--- src/rtl/physical_transmitter_if.sv ---
// physical_transmitter_if: payload symbol input stream and I/Q sample output stream
interface physical_transmitter_if;
  logic        in_valid;
  logic [1:0]  in_data;
  logic        in_ready;
  logic        out_valid;
  logic [23:0] out_data;
  logic        out_ready;
  logic        underrun;
  logic        frame_busy;
  modport master (
    output in_valid, in_data, out_ready,
    input  in_ready, out_valid, out_data, underrun, frame_busy
  );
  modport slave (
    input  in_valid, in_data, out_ready,
    output in_ready, out_valid, out_data, underrun, frame_busy
  );
endinterface

--- src/rtl/physical_transmitter.sv ---
// physical_transmitter: QPSK framer, SOF preamble then FRAME_LEN payload symbols, each held SPS samples
module physical_transmitter #(
  parameter int                SPS       = 8,
  parameter int                FRAME_LEN = 63,
  parameter int                GAP_SYMS  = 4,
  parameter logic signed [11:0] AMP      = 12'sd256
) (
  input logic                   clk,
  input logic                   rst_n,
  physical_transmitter_if.slave bus
);
  localparam int SOF_LEN = 26;
  localparam logic [SOF_LEN-1:0] SOF_I = 26'h3278428;
  localparam logic [SOF_LEN-1:0] SOF_Q = 26'h272d17d;
  localparam int SW = $clog2(SPS);
  localparam int CW = $clog2(FRAME_LEN > SOF_LEN ? FRAME_LEN : SOF_LEN);
  localparam int GW = $clog2(GAP_SYMS + 1);
  localparam logic [SW-1:0] SPS_LAST = SW'(SPS - 1);
  localparam logic [CW-1:0] SOF_LAST = CW'(SOF_LEN - 1);
  localparam logic [CW-1:0] PAY_LAST = CW'(FRAME_LEN - 1);
  localparam logic signed [11:0] NAMP = -AMP;
  typedef enum logic [1:0] {IDLE, SOF, PAYLOAD} state_t;
  state_t            r_state, w_state;
  logic [SW-1:0]     r_sps_cnt;
  logic [CW-1:0]     r_sym_cnt, w_sym_cnt;
  logic [GW-1:0]     r_gap_cnt, w_gap_cnt;
  logic [23:0]       r_out_data, w_out_data;
  logic              r_out_valid, r_underrun, r_frame_busy;
  logic              w_beat, w_boundary, w_load;
  logic [SOF_LEN-1:0] w_sof_i, w_sof_q;
  logic [1:0]        w_pay;
  always_comb begin
    w_beat     = r_out_valid & bus.out_ready;
    w_boundary = w_beat & (r_sps_cnt == SPS_LAST);
    w_load     = w_boundary & ((r_state == SOF & r_sym_cnt == SOF_LAST) |
                               (r_state == PAYLOAD & r_sym_cnt < PAY_LAST));
    w_state    = r_state;
    w_sym_cnt  = r_sym_cnt;
    w_gap_cnt  = r_gap_cnt;
    w_out_data = r_out_data;
    if (w_boundary)
      case (r_state)
        SOF: begin
          w_state   = r_sym_cnt == SOF_LAST ? PAYLOAD : SOF;
          w_sym_cnt = r_sym_cnt == SOF_LAST ? '0 : r_sym_cnt + 1'b1;
        end
        PAYLOAD: begin
          w_state   = r_sym_cnt == PAY_LAST ? IDLE : PAYLOAD;
          w_sym_cnt = r_sym_cnt + 1'b1;
          w_gap_cnt = GW'(GAP_SYMS - 1);
        end
        default: begin
          w_state   = r_gap_cnt == '0 && bus.in_valid ? SOF : IDLE;
          w_sym_cnt = '0;
          w_gap_cnt = r_gap_cnt == '0 ? r_gap_cnt : r_gap_cnt - 1'b1;
        end
      endcase
    // preamble bits are sent MSB first, so shift the next symbol's bit into the top position
    w_sof_i = SOF_I << w_sym_cnt;
    w_sof_q = SOF_Q << w_sym_cnt;
    w_pay   = bus.in_valid ? bus.in_data : 2'b00;
    if (w_boundary)
      w_out_data = w_state == IDLE ? 24'd0 :
                   w_state == SOF  ? {w_sof_i[SOF_LEN-1] ? AMP : NAMP, w_sof_q[SOF_LEN-1] ? AMP : NAMP} :
                                     {w_pay[1] ? NAMP : AMP, w_pay[0] ? NAMP : AMP};
  end
  always_ff @(posedge clk or negedge rst_n)
    if (!rst_n) begin
      r_state      <= IDLE;
      r_sps_cnt    <= '0;
      r_sym_cnt    <= '0;
      r_gap_cnt    <= GW'(GAP_SYMS);
      r_out_data   <= '0;
      r_out_valid  <= 1'b0;
      r_underrun   <= 1'b0;
      r_frame_busy <= 1'b0;
    end else begin
      r_state      <= w_state;
      r_sym_cnt    <= w_sym_cnt;
      r_gap_cnt    <= w_gap_cnt;
      r_out_data   <= w_out_data;
      r_out_valid  <= 1'b1;
      r_underrun   <= w_load & ~bus.in_valid;
      r_frame_busy <= w_state != IDLE;
      if (w_beat) r_sps_cnt <= r_sps_cnt == SPS_LAST ? '0 : r_sps_cnt + 1'b1;
    end
  assign bus.in_ready   = w_load;
  assign bus.out_valid  = r_out_valid;
  assign bus.out_data   = r_out_data;
  assign bus.underrun   = r_underrun;
  assign bus.frame_busy = r_frame_busy;
endmodule
--- src/flat_wrapper.sv ---
// flat-port wrapper written by rule: the top's interface ports become plain ports
module physical_transmitter_flat 
#(
  parameter int                SPS       = 8,
  parameter int                FRAME_LEN = 63,
  parameter int                GAP_SYMS  = 4,
  parameter logic signed [11:0] AMP      = 12'sd256
)
  (clk, rst_n, bus_in_valid, bus_in_data, bus_out_ready, bus_in_ready, bus_out_valid, bus_out_data, bus_underrun, bus_frame_busy);
  physical_transmitter_if bus_i ();
  input logic clk;
  input logic rst_n;
  input wire logic [$bits(bus_i.in_valid)-1:0] bus_in_valid;
  input wire logic [$bits(bus_i.in_data)-1:0] bus_in_data;
  input wire logic [$bits(bus_i.out_ready)-1:0] bus_out_ready;
  output wire logic [$bits(bus_i.in_ready)-1:0] bus_in_ready;
  output wire logic [$bits(bus_i.out_valid)-1:0] bus_out_valid;
  output wire logic [$bits(bus_i.out_data)-1:0] bus_out_data;
  output wire logic [$bits(bus_i.underrun)-1:0] bus_underrun;
  output wire logic [$bits(bus_i.frame_busy)-1:0] bus_frame_busy;
  assign bus_i.in_valid = bus_in_valid;
  assign bus_i.in_data = bus_in_data;
  assign bus_i.out_ready = bus_out_ready;
  assign bus_in_ready = bus_i.in_ready;
  assign bus_out_valid = bus_i.out_valid;
  assign bus_out_data = bus_i.out_data;
  assign bus_underrun = bus_i.underrun;
  assign bus_frame_busy = bus_i.frame_busy;
  physical_transmitter #(.SPS(SPS), .FRAME_LEN(FRAME_LEN), .GAP_SYMS(GAP_SYMS), .AMP(AMP)) u_core (.clk(clk), .rst_n(rst_n), .bus(bus_i));
endmodule
--- config.mk ---
export PLATFORM = sky130hd
export DESIGN_NAME = physical_transmitter_flat
export DESIGN_NICKNAME = d
export VERILOG_FILES = /design/src/rtl/physical_transmitter_if.sv /design/src/rtl/physical_transmitter.sv /design/src/flat_wrapper.sv
export SDC_FILE = /design/constraint.sdc
export NUM_CORES = 1
export LEC_CHECK = 0
export BUFFER_PORTS_ARGS = -buffer_cell sky130_fd_sc_hd__buf_2
export CORE_AREA = 3 3 65 67
export CTS_BUF_LIST = sky130_fd_sc_hd__clkbuf_8 sky130_fd_sc_hd__clkbuf_16
export CTS_CLUSTER_DIAMETER = 100
export DETAILED_ROUTE_END_ITERATION = 6
export DIE_AREA = 0 0 68 70
export GPL_ROUTABILITY_DRIVEN = 0
export PLACE_DENSITY = 0.66
export SYNTH_ARGS = -nofsm -noshare
export SYNTH_HDL_FRONTEND = slang
export SYNTH_SLANG_ARGS = --single-unit
--- constraint.sdc ---
create_clock -name clk -period 3.35 [get_ports clk]
set_input_delay 0 -clock clk [delete_from_list [all_inputs] [get_ports clk]]
set_output_delay 0 -clock clk [all_outputs]
set_load 0.02 [all_outputs]
==> impl_results.md, run 1 <==
* First-pass GRT wire length at 5506 µm
* CP cell instances: ha_1, ha_1, and3_1, o21ai_0, ha_1, or3b_2, nand4_1, o211ai_1, a211o_1
* Layout cells sized above 1 at 22.40%
* Syn Inst Count at 178
* Max-cap violations at 0
* Port bufs at 17
* Post-CTS resize count at 0
* Logic pwr share at 55.0%
* Post-synth top cells: buf_4, dfrtp_1, ha_1, inv_1, nand2_1
* CTS Root Cell: clkbuf_8
* Clock sinks at 20
* CP bufs+invs at 0
* Number of diodes at 0
* Critical Path Most Common Cell: ha_1
* Status: complete, no violations
* Die area at 4760 µm²
* Layout Skew at 1.400 ps
* Share of flip-flops with an asynchronous set or reset at 100.0%
* Critical Path Fanout Max at 13
* Switching fraction of total power at 45.32%
* Final WL at 3301 µm
* Met2 routed WL at 1574 µm
* R2r startpoint: u_core.r_sps_cnt[0]$_DFFE_PN0P_
* Sequential share of the synthesized area at 30.26%
* Top FF cell, synth: dfrtp_1
* Clk network pwr share at 12.7%
* Worst r2r dst: u_core.bus.out_data[11]$_DFFE_PN0N_
* Slew margin rel. at 57.61%
* R2r worst-path depth at 9
* Critical Path Start: u_core.r_sps_cnt[0]$_DFFE_PN0P_
* Min cycle time layout at 2956 ps
* Seq cells post-synth at 20
* DR vias at 1291
* Initial antenna violation count at 0
* VDD IR-drop max at 0.2978 mV
* Postcts setup bufs at 0
* Largest net degree at the start of global routing at 21
* # rows at 22
* Final net count at 212
* Number of vias per cell at 5.379
* Met1 WL at 1553 µm
* H-tree depth at 1
* Area leader, netlist: dfrtp_1
* Fin cells at 240
* LEAKAGE at 0.7977 nW
* Final setup TNS at 0 ps
* Placed cell count at 234
* Die height at 70 µm
* CTS Buf Count at 3
* Crit. End Element: register
* Die W at 68 µm
* Fin. Hold Viols at 0
* CP Depth at 9
* Synth top area share at 28.68%
* Worst path top cell family by delay: simple AND/OR/NAND/NOR gates
* Critical Path Source Type: register
* Met3 WL at 165 µm
* CTS Buffer Depth at 2
* Vias in the first global route at 1165
* Util after Layout at 47.49%
* Tot GR Track Use at 14.58%
* End of the critical path: u_core.bus.out_data[11]$_DFFE_PN0N_
* DR WL/cell at 13.75 µm
* Drt drc at 0
* Antenna viol nets, final at 0
* Cell Int Power at 0.0006879 W
* Syn-to-layout area delta at 5.660%
* Slew Limit Fails at 0
* Count of flip-flops with a built-in enable after synthesis at 0
* Worst-margin pin slew at 629.2 ps
* Multi-input logic area at 975.9 µm²
* Starting DRC count in detailed routing at 44
* GRT Residual Overflow at 0
* Req. time, crit path at 3500 ps
* Worst Setup Slack, final at 393.8 ps
* CORE AREA at 3689 µm²
* Pre-Repair DR Iteration Count at 4
* Average size of a mapped cell at 9.314 µm²
* Max incr delay on CP at 500 ps
* Critical path's slowest cell: and3_1
* Post-Synthesis Cell Area at 1658 µm²
* Register area at 501.7 µm²
* Dominant cells by area after synthesis: dfrtp_1, buf_4, ha_1
* Kind of critical path: reg2reg
* Final period utilization at 88.24%
* Clock slew at the register clock pins of the worst setup and hold paths at 70 ps
* Top layer in use: met4
* Setup violators final at 0
* CTS tree: yes
* Most frequent cell after synthesis: buf_4
* WP data arrival at 3100 ps
* Synth warnings at 0
* Switching pwr at 0.0005702 W
* Ports at 34
* Final Power at 0.001258 W
* Setup WS pre-CTS at 421.4 ps
* Min-delay worst type: in2reg
* Initial Util at 44.95%
* RSZ-0062 raised after global routing: no
* Layout fillers at 372
* Power density over cell area at 718.2 nW/µm²
* Sequential power share at 32.3%
* Worst R2R Setup Slack at 390 ps
* F_max at 338.3 MHz
* Clk_lat worst skew at 260 ps
* Hpwl dp at 2573 µm
* Netlist cell types at 57
[worst min-delay path by stage]
stage / to / slack, ps / depth (start not counted) / startpoint
detailed placement: u_core.bus.underrun$_DFF_PN0_ / -10 / 1 / rst_n
CTS: u_core.r_sps_cnt[1]$_DFFE_PN0P_ / 140 / 3 / bus_out_ready
global route: u_core.r_sps_cnt[1]$_DFFE_PN0P_ / 170 / 3 / bus_out_ready
global placement: u_core.r_gap_cnt[0]$_DFFE_PN0P_ / -20 / 1 / rst_n
floorplan: u_core.bus.frame_busy$_DFF_PN0_ / -300 / 0 / rst_n
finish: u_core.r_sps_cnt[1]$_DFFE_PN0P_ / 150 / 3 / bus_out_ready
[cell families after synthesis]
group,share of synthesized area [%]
flip-flops,30.26
AO/OA/AOI/OAI,21.81
multiplexers,3.924
AND/OR/NAND/NOR,18.94
adder cells (fa/ha/maj),9.812
XOR/XNOR,0.5284
buffers and inverters,14.26
other,0.4530
[sequential cells by signal, summed over array words and instances (netlist names)]
name                   cells
u_core.r_state             2
u_core.bus.out_data        3
u_core.r_sym_cnt           6
u_core.bus.underrun        1
u_core.r_sps_cnt           3
u_core.r_gap_cnt           3
u_core.bus.out_valid       1
u_core.bus.frame_busy      1
[worst reg2reg max path, delay by kind of cell, from the launching register on]
kind	cells	cell delay (ps)
and+or+nand+nor	3	1070
AOI/OAI and AO/OA	3	700
DFF	1	370
adders and majority gates	3	690
[cell type report]
| cell class | instances | share of cell area (%) |
|---|---|---|
| repair buffers | 22 | 7.286 |
| multi-input cells | 135 | 55.71 |
| clock inverters | 1 | 0.2143 |
| inverters | 11 | 2.357 |
| clock buffers | 3 | 2.357 |
| flip-flops and latches | 20 | 28.64 |
| well taps | 48 | 3.429 |
[cells in the final DEF, fill, tap and decap left out, types with 4 or more instances in the layout]
cell / synthesis / layout
a21oi_1: 6 / 6
buf_2: 3 / 17
conb_1: 2 / 17
dfrtp_1: 19 / 19
ha_1: 13 / 13
inv_1: 11 / 12
mux2_2: 4 / 4
nand2_1: 11 / 11
nand3_1: 9 / 9
nand3b_1: 4 / 4
nand4_1: 4 / 4
nor2_1: 6 / 6
nor2b_1: 4 / 4
o211ai_1: 4 / 4
o21ai_0: 5 / 5
[power by group through the flow]
stage	Clock [W]	Sequential [W]	Combinational, W
after detailed placement	0	0.000411	0.000691
after global routing	0.000179	0.000420	0.000778
after global placement	0	0.000410	0.000686
after CTS	0.000173	0.000407	0.000696
after floorplan	0	0.000416	0.000565
final	0.000160	0.000406	0.000692
[repair_timing]
item	4_1_cts	5_1_grt
endpoints found under the hold margin	20	0
endpoints found under the setup margin	0	0
hold buffers	2	0
[through the flow]
step           instance area, µm²  hold slack [ps]
5_1_grt                      1752            165.6
3_3_place_gp                 1687           -17.09
4_1_cts                      1752            140.2
2_1_floorplan                1714           -295.6
3_5_place_dp                 1687           -10.65
6_report                     1752            150.1
[per-layer routing]
layer	GRT usage [%]	vias to the layer above
met5	0	-
met4	2.870	0
met3	3.215	2
met2	22.91	36
met1	20.30	614
li1	-	639
No activity file was read; power rests on OpenSTA's default activity.
==> run 2, diff against run 1 <==
PLACE_DENSITY = 0.72   (was 0.66)
==> impl_results.md, run 2 (synthesized netlist as in run 1, its figures left out) <==
* Critical Path Fanout Max at 10
* VDD IR-drop max at 0.4129 mV
* Antenna viol nets, final at 0
* CTS tree: yes
* Final setup TNS at 0 ps
* Min-delay worst type: in2reg
* Crit. End Element: register
* Logic pwr share at 51.9%
* Layout Skew at 8.175 ps
* Met3 WL at 221 µm
* Top layer in use: met4
* Die W at 68 µm
* Commonest non-fill, non-tap cells in the layout: dfrtp_1, conb_1, buf_2, ha_1
* Initial antenna violation count at 0
* Hpwl dp at 2510 µm
* DR vias at 1293
* Switching fraction of total power at 43.28%
* Min cycle time layout at 2917 ps
* Setup WS pre-CTS at 462.4 ps
* Number of vias per cell at 5.388
* GRT Residual Overflow at 0
* Drt drc at 0
* Die height at 70 µm
* Die area at 4760 µm²
* H-tree depth at 1
* Slew Limit Fails at 0
* Kind of critical path: reg2reg
* Status: complete, no violations
* Vias in the first global route at 1241
* Reg with most FFs: u_core.r_sym_cnt
* CTS Root Cell: clkbuf_8
* Critical Path Source Type: register
* Max-cap violations at 0
* Cell Int Power at 0.0007662 W
* Sequential power share at 29.8%
* Starting DRC count in detailed routing at 146
* Met2 routed WL at 1579 µm
* Fin. Hold Viols at 0
* Clk network pwr share at 18.3%
* Pre-Repair DR Iteration Count at 4
* Switching pwr at 0.0005847 W
* Req. time, crit path at 3500 ps
* Tot GR Track Use at 14.88%
* Final WL at 3313 µm
* LEAKAGE at 0.8065 nW
* Worst-margin pin slew at 562.4 ps
* # rows at 22
* DR WL/cell at 13.80 µm
* Slew margin rel. at 62.11%
* Power density over cell area at 759.8 nW/µm²
* Number of diodes at 0
* Clock slew at the register clock pins of the worst setup and hold paths at 70 ps
* Initial Util at 44.95%
* Worst Setup Slack, final at 433.4 ps
* Met1 WL at 1478 µm
* WP data arrival at 3070 ps
* Clk_lat worst skew at 270 ps
* Setup violators final at 0
* F_max at 342.9 MHz
* Postcts setup bufs at 0
* Port bufs at 17
* Max reg flops at 6
* Layout cells sized above 1 at 22.92%
* CORE AREA at 3689 µm²
* CTS Buf Count at 3
* First-pass GRT wire length at 5582 µm
* RSZ-0062 raised after global routing: no
* Largest net degree at the start of global routing at 21
* Commonest non-fill, non-tap cell in the layout: dfrtp_1
* Final period utilization at 87.06%
* Ports at 34
* Final net count at 212
* Clock sinks at 20
* Syn-to-layout area delta at 7.246%
* CTS Buffer Depth at 2
-- run 2: stage by stage --
step,hold WS [ps],cells,utilization [%],instance area (µm²),power [W]
2_1_floorplan,-295.6,193,-,1714,0.0009816
3_3_place_gp,-18.38,234,45.73,1687,0.001089
3_5_place_dp,-11.69,234,45.73,1687,0.001100
4_1_cts,147.3,240,48.20,1778,0.001356
5_1_grt,167.2,240,48.20,1778,0.001454
6_report,145.5,240,48.20,1778,0.001351
-- run 2: repair_timing --
item                                   in CTS  in global routing
hold buffers                                2                  0
resized for setup                           0                  0
endpoints found under the hold margin      20                  0
-- run 2: layout make-up --
type                    instances  area, µm²
fillers                       356       1911
multi-input cells             135      975.9
flip-flops and latches         20      501.7
repair buffers                 22      127.6
well taps                      48      60.06
clock buffers                   3      41.29
inverters                      11      41.29
clock inverters                 1      30.03
-- run 2: critical path, stage by stage (launching register included) --
cell and delay, ps:
dfrtp_1 400, ha_1 210, ha_1 230, nand3_1 360
a211oi_2 100, nand2_1 90, o21ai_0 210, ha_1 300
or3b_2 460, nand4_1 100, o211ai_1 90, a211o_1 260
-- run 2: worst paths after layout --
check / from / endpoint / slack [ps] / cells past startpoint
max in group asynchronous: rst_n / u_core.r_gap_cnt[2]$_DFFE_PN1P_ / 2790 / 2
worst max register to register: u_core.r_sps_cnt[0]$_DFFE_PN0P_ / u_core.bus.out_data[11]$_DFFE_PN0N_ / 430 / 11
worst max-delay path: u_core.r_sps_cnt[0]$_DFFE_PN0P_ / u_core.bus.out_data[11]$_DFFE_PN0N_ / 430 / 11
worst min register to register: u_core.r_sps_cnt[1]$_DFFE_PN0P_ / u_core.r_sps_cnt[1]$_DFFE_PN0P_ / 510 / 2
worst min-delay path: bus_out_ready / u_core.r_sps_cnt[1]$_DFFE_PN0P_ / 150 / 3
min in group asynchronous: rst_n / u_core.bus.underrun$_DFF_PN0_ / 220 / 2
-- run 2: power groups by stage --
stage	registers, W	logic [W]	clock network (W)
floorplan	0.000416	0.000565	0
global placement	0.000403	0.000686	0
detailed placement	0.000405	0.000695	0
CTS	0.000401	0.000700	0.000254
global route	0.000418	0.000773	0.000263
finish	0.000403	0.000701	0.000247
-- run 2: metal layers --
metal / vias to the layer above / global-route usage, %
li1: 636 / -
met1: 608 / 19.52
met2: 45 / 23.66
met3: 4 / 3.859
met4: 0 / 4.194
met5: - / 0
